### src/rtl/hazard_ctrl.sv
// hazard_ctrl: decode-stage hazard controller (load-use stall, branch flush, multi-cycle EX freeze).
// Ports: clk/rst (sync, active-high); ifidRs1/ifidRs2/idexRd/idexMemRead feed load-use detection;
// exBranchTaken/exMcStart come from EX; pcWrite/ifidWrite/ifidFlush/idexBubble/idexHold steer the
// pipeline registers; mcDone marks the last freeze cycle; busy = MC_BUSY. Define HAZARD_STATS_EN
// to add saturating stallCycles/flushCount counter outputs.
module hazard_ctrl #(
    parameter int unsigned MC_LATENCY = 4
) (
    input  logic       clk,
    input  logic       rst,
    input  logic [4:0] ifidRs1,
    input  logic [4:0] ifidRs2,
    input  logic [4:0] idexRd,
    input  logic       idexMemRead,
    input  logic       exBranchTaken,
    input  logic       exMcStart,
    output logic       pcWrite,
    output logic       ifidWrite,
    output logic       ifidFlush,
    output logic       idexBubble,
    output logic       idexHold,
    output logic       mcDone,
    output logic       busy
`ifdef HAZARD_STATS_EN
    ,
    output logic [15:0] stallCycles,
    output logic [15:0] flushCount
`endif
);
    typedef enum logic {RUN, MC_BUSY} state_t;
    localparam logic [7:0] MC_LAT = 8'(MC_LATENCY);
    state_t     state_q, state_d;
    logic [7:0] mc_cnt_q, mc_cnt_d;
    logic       lu_haz;
    assign lu_haz = idexMemRead && (idexRd != 5'd0) && (idexRd == ifidRs1 || idexRd == ifidRs2);
    always_comb begin
        state_d    = state_q;
        mc_cnt_d   = mc_cnt_q;
        pcWrite    = 1'b1;
        ifidWrite  = 1'b1;
        ifidFlush  = 1'b0;
        idexBubble = 1'b0;
        idexHold   = 1'b0;
        mcDone     = 1'b0;
        busy       = 1'b0;
        if (rst) begin
            pcWrite    = 1'b0;
            ifidWrite  = 1'b0;
            idexBubble = 1'b1;
        end else if (state_q == MC_BUSY) begin
            pcWrite   = 1'b0;
            ifidWrite = 1'b0;
            idexHold  = 1'b1;
            busy      = 1'b1;
            mc_cnt_d  = mc_cnt_q - 8'd1;
            if (mc_cnt_q == 8'd1) begin
                mcDone  = 1'b1;
                state_d = RUN;
            end
        end else if (exMcStart) begin
            pcWrite   = 1'b0;
            ifidWrite = 1'b0;
            idexHold  = 1'b1;
            // A one-cycle op completes in its start cycle, so it never enters MC_BUSY.
            if (MC_LATENCY == 1) begin
                mcDone = 1'b1;
            end else begin
                mc_cnt_d = MC_LAT - 8'd1;
                state_d  = MC_BUSY;
            end
        end else if (exBranchTaken) begin
            ifidFlush  = 1'b1;
            idexBubble = 1'b1;
        end else if (lu_haz) begin
            // The bubble removes the load from ID/EX, so the hazard self-clears next cycle.
            pcWrite    = 1'b0;
            ifidWrite  = 1'b0;
            idexBubble = 1'b1;
        end
    end
    always_ff @(posedge clk) begin
        if (rst) begin
            state_q  <= RUN;
            mc_cnt_q <= 8'd0;
        end else begin
            state_q  <= state_d;
            mc_cnt_q <= mc_cnt_d;
        end
    end
`ifdef HAZARD_STATS_EN
    logic [15:0] stall_q, flush_q;
    always_ff @(posedge clk) begin
        if (rst) begin
            stall_q <= 16'd0;
            flush_q <= 16'd0;
        end else begin
            if (!pcWrite && stall_q != 16'hFFFF) stall_q <= stall_q + 16'd1;
            if (ifidFlush && flush_q != 16'hFFFF) flush_q <= flush_q + 16'd1;
        end
    end
    assign stallCycles = stall_q;
    assign flushCount  = flush_q;
`endif
endmodule

### config.mk
export PLATFORM = sky130hd
export DESIGN_NAME = hazard_ctrl
export DESIGN_NICKNAME = d
export VERILOG_FILES = /design/src/rtl/hazard_ctrl.sv
export SDC_FILE = /design/constraint.sdc
export NUM_CORES = 1
export LEC_CHECK = 0
export CAP_MARGIN = 20
export CORE_UTILIZATION = 44
export CTS_CLUSTER_SIZE = 12
export DETAILED_ROUTE_END_ITERATION = 8
export PLACE_DENSITY = 0.94
export SYNTH_ARGS = -nofsm -noshare
export SYNTH_HDL_FRONTEND = slang
export SYNTH_SLANG_ARGS = --single-unit
### constraint.sdc
create_clock -name clk -period 3.7 [get_ports clk]
set_input_delay 0.74 -clock clk [delete_from_list [all_inputs] [get_ports clk]]
set_output_delay 0.74 -clock clk [all_outputs]
set_load 0.02 [all_outputs]
==> out/results.tsv <==
stage	metric	value	unit
run_status	outcome	finished clean	
synth	synth_area_per_cell	8.36	um2
worst_setup_path	critical_path.top_delay_family	buffers and inverters	
worst_setup_path	cp_data_arrival_time	2.70	ns
synth	ys_seq_area_frac	0.276	
synth	synth_top_area_frac	0.276	
synth	ys_warn_count	0	
global_routing	gr-total-overflow	0	
hold_path	hold_path_class	reg2reg	
synth	synth_area_leaders	dfxtp_1 (28%), xor2_1 (15%), nor2_1 (5.8%), a21oi_1 (3.8%), ha_1 (3.8%)	
floorplan	dieArea	0.00164	mm2
timing	final_hold_viol_count	0	
placed_design	dpl-instance-area	923	um2
power	leakagePower	0.361	nW
synth	synth-main-ff-cell	dfxtp_1	
power	swShare	0.305	
synth	synth_seq_cells	9	
route	top_layer_used	met4	
timing	slew-limit-headroom	0.717	
cts	clk_pin_slew_worst_paths	0.06	ns
worst_setup_path	critPathMaxStageDelay	0.67	ns
timing	worst_slew_pin_slew	0.424	ns
flow_run	drv_cap	0	
synth	synth_cells	78	
power	power.density	307	mW/mm2
synth	syn-num-nets	100	
route	num_vias	623	
cts	root_buffer	clkbuf_4	
route	drtIter0Drc	3	
synth	yosysUniqueCellTypes	30	
worst_setup_path	crit_top_cell	clkdlybuf4s50_1	
placed_design	port_buffers	26	
power	seqPwrFrac	0.408	
finish	fillers	112	
worst_setup_path	worst_setup_path_end_kind	output pin	
route	wl_met2	647	um
worst_setup_path	crit_chain	clkdlybuf4s50_1, xor2_1, nor3_1, a22oi_1, o41ai_1, clkdlybuf4s50_1	
worst_setup_path	critPathLaunchType	input pin	
floorplan	coreArea	0.00133	mm2
finish	drive_gt1_frac	0.0943	
placed_design	gp_congestion	0.698	
cts	cts_buffer_depth	2	
synth	syn_area	652	um2
timing	period_share	0.929	
synth	asyncSetResetFlopFracSynth	0	
finish	mostFrequentLayoutCells	clkdlybuf4s50_1 (26), xor2_1 (11), nor2_1 (10)	
power	p_total	0.000291	W
global_routing	grtUsageTotal	0.192	
timing	max_freq	291	MHz
finish	diodes	0	
worst_setup_path	cp.required	2.96	ns
timing	slew_violations	0	
route	routedWlPerCell	10.9	um
route	wl_met1	535	um
cts	cts-buffers-inserted	3	
route	drt-total-wl	1320	um
route	wl_met3	112	um
timing	rsz0062_at_grt	false	
worst_setup_path	crit_buf_inv	2	
route	ant_nets	0	
placed_design	dpl.hpwl	1050	um
cts	clock_latency	0.26	ns
cts	cts_hold_buf	0	
worst_setup_path	worst-path-max-fanout	3	
power	p_sw	0.0000888	W
timing	period_needed	3.44	ns
floorplan	core.rowCount	13	
global_routing	grt_pass1_wl	2060	um
floorplan	die_x	40.5	um
cts	htree_levels	1	
timing	setup_viol	0	
floorplan	pin_count	27	
cts	cts_setup_buffers	0	
global_routing	grt_max_degree	16	
worst_setup_path	critPathKind	in2out	
finish	num-nets-final	129	
power	ir_drop	171	uV
finish	final_core_util	0.712	
worst_setup_path	slowest_stage	clkdlybuf4s50_1	
finish	layout_commonest_cell	clkdlybuf4s50_1	
cts	cts_resized	0	
floorplan	chipHeight	40.5	um
global_routing	grt_pass1_vias	519	
cts	cts_tree	built	
global_routing	grt_antenna_before_repair	0	
finish	area_growth_syn_to_layout	45.7	%
timing	finalSetupTns	0	ns
power	combPwrFrac	0.330	
finish	design_area	950	um2
power	power.internal	0.000202	W
floorplan	initial_utilization	0.489	
cts	clock-sinks	9	
synth	synth_area_leader_cell	dfxtp_1	
power	clkPwrFrac	0.262	
timing	fin_skew	0.000452	ns
synth	synth_edf_count	0	
route	drc	0	
route	firstDrtPassIters	4	
route	vias_per_cell	5.15	
[worst min-delay path: stages, from the launching register on]
cell	delay, ns
dfxtp_1	0.33
nand3_1	0.07
a21oi_1	0.06
[path summary, 6_finish.rpt]
path	from	to	slack, ns	cells past startpoint
max	idexRd[3]	idexBubble	0.26	6
min	mc_cnt_q[5]	mc_cnt_q[5]	0.50	2
min reg2reg	mc_cnt_q[5]	mc_cnt_q[5]	0.50	2
max reg2reg	state_q	mc_cnt_q[7]	2.18	4
[cells by family (layout without fill, tap and decap cells)]
family          Yosys count  count (layout)  share of synthesized area
simple gates             35              35                      0.321
compound gates           12              12                      0.119
xor+xnor                 11              11                      0.148
flops                     9               9                      0.276
buf+inv                   6              34                     0.0403
mux                       3               3                     0.0576
fa+ha+maj                 2               2                     0.0384
[flip-flops by register name, indices dropped and copies added, names as in the netlist]
register / cells
mc_cnt_q: 8
state_q: 1
[stage by stage]
step	hold slack (ns)	worst slack [ns]	instances
CTS	0.512	0.225	121
global placement	0.489	0.227	117
floorplan	0.476	1.00	78
detailed placement	0.503	0.238	117
global route	0.541	0.0559	121
finish	0.503	0.263	121
[layer usage]
layer	global-route usage	vias up
li1	-	327
met1	0.212	266
met2	0.341	27
met3	0.0333	3
met4	0.100	0
met5	0	-
[synthesized netlist by cell type, types with 2 or more instances]
cell / instances
nand3_1: 2
a21oi_1: 5
nand2_1: 5
nor2b_1: 2
nor3_1: 5
dfxtp_1: 9
and2_1: 2
xor2_1: 11
inv_1: 3
nor2_1: 10
ha_1: 2
a211oi_1: 3
nor3b_1: 2
[layout make-up]
cell class	instances	area [um2]	share of cell area
repair buffers	27	268	0.282
well taps	15	18.8	0.0198
flip-flops and latches	9	180	0.190
multi-input cells	63	445	0.469
inverters	3	11.3	0.0119
clock buffers	4	26.3	0.0277
[power by group through the flow]
stage          clock network (W)  registers (W)  logic [W]
4_1_cts                0.0000793       0.000119  0.0000975
3_3_place_gp                   0       0.000120  0.0000946
2_1_floorplan                  0       0.000117  0.0000593
5_1_grt                0.0000826       0.000121   0.000107
6_report               0.0000762       0.000119  0.0000963
3_5_place_dp                   0       0.000121  0.0000967
Power figures use the tool's default switching activity.
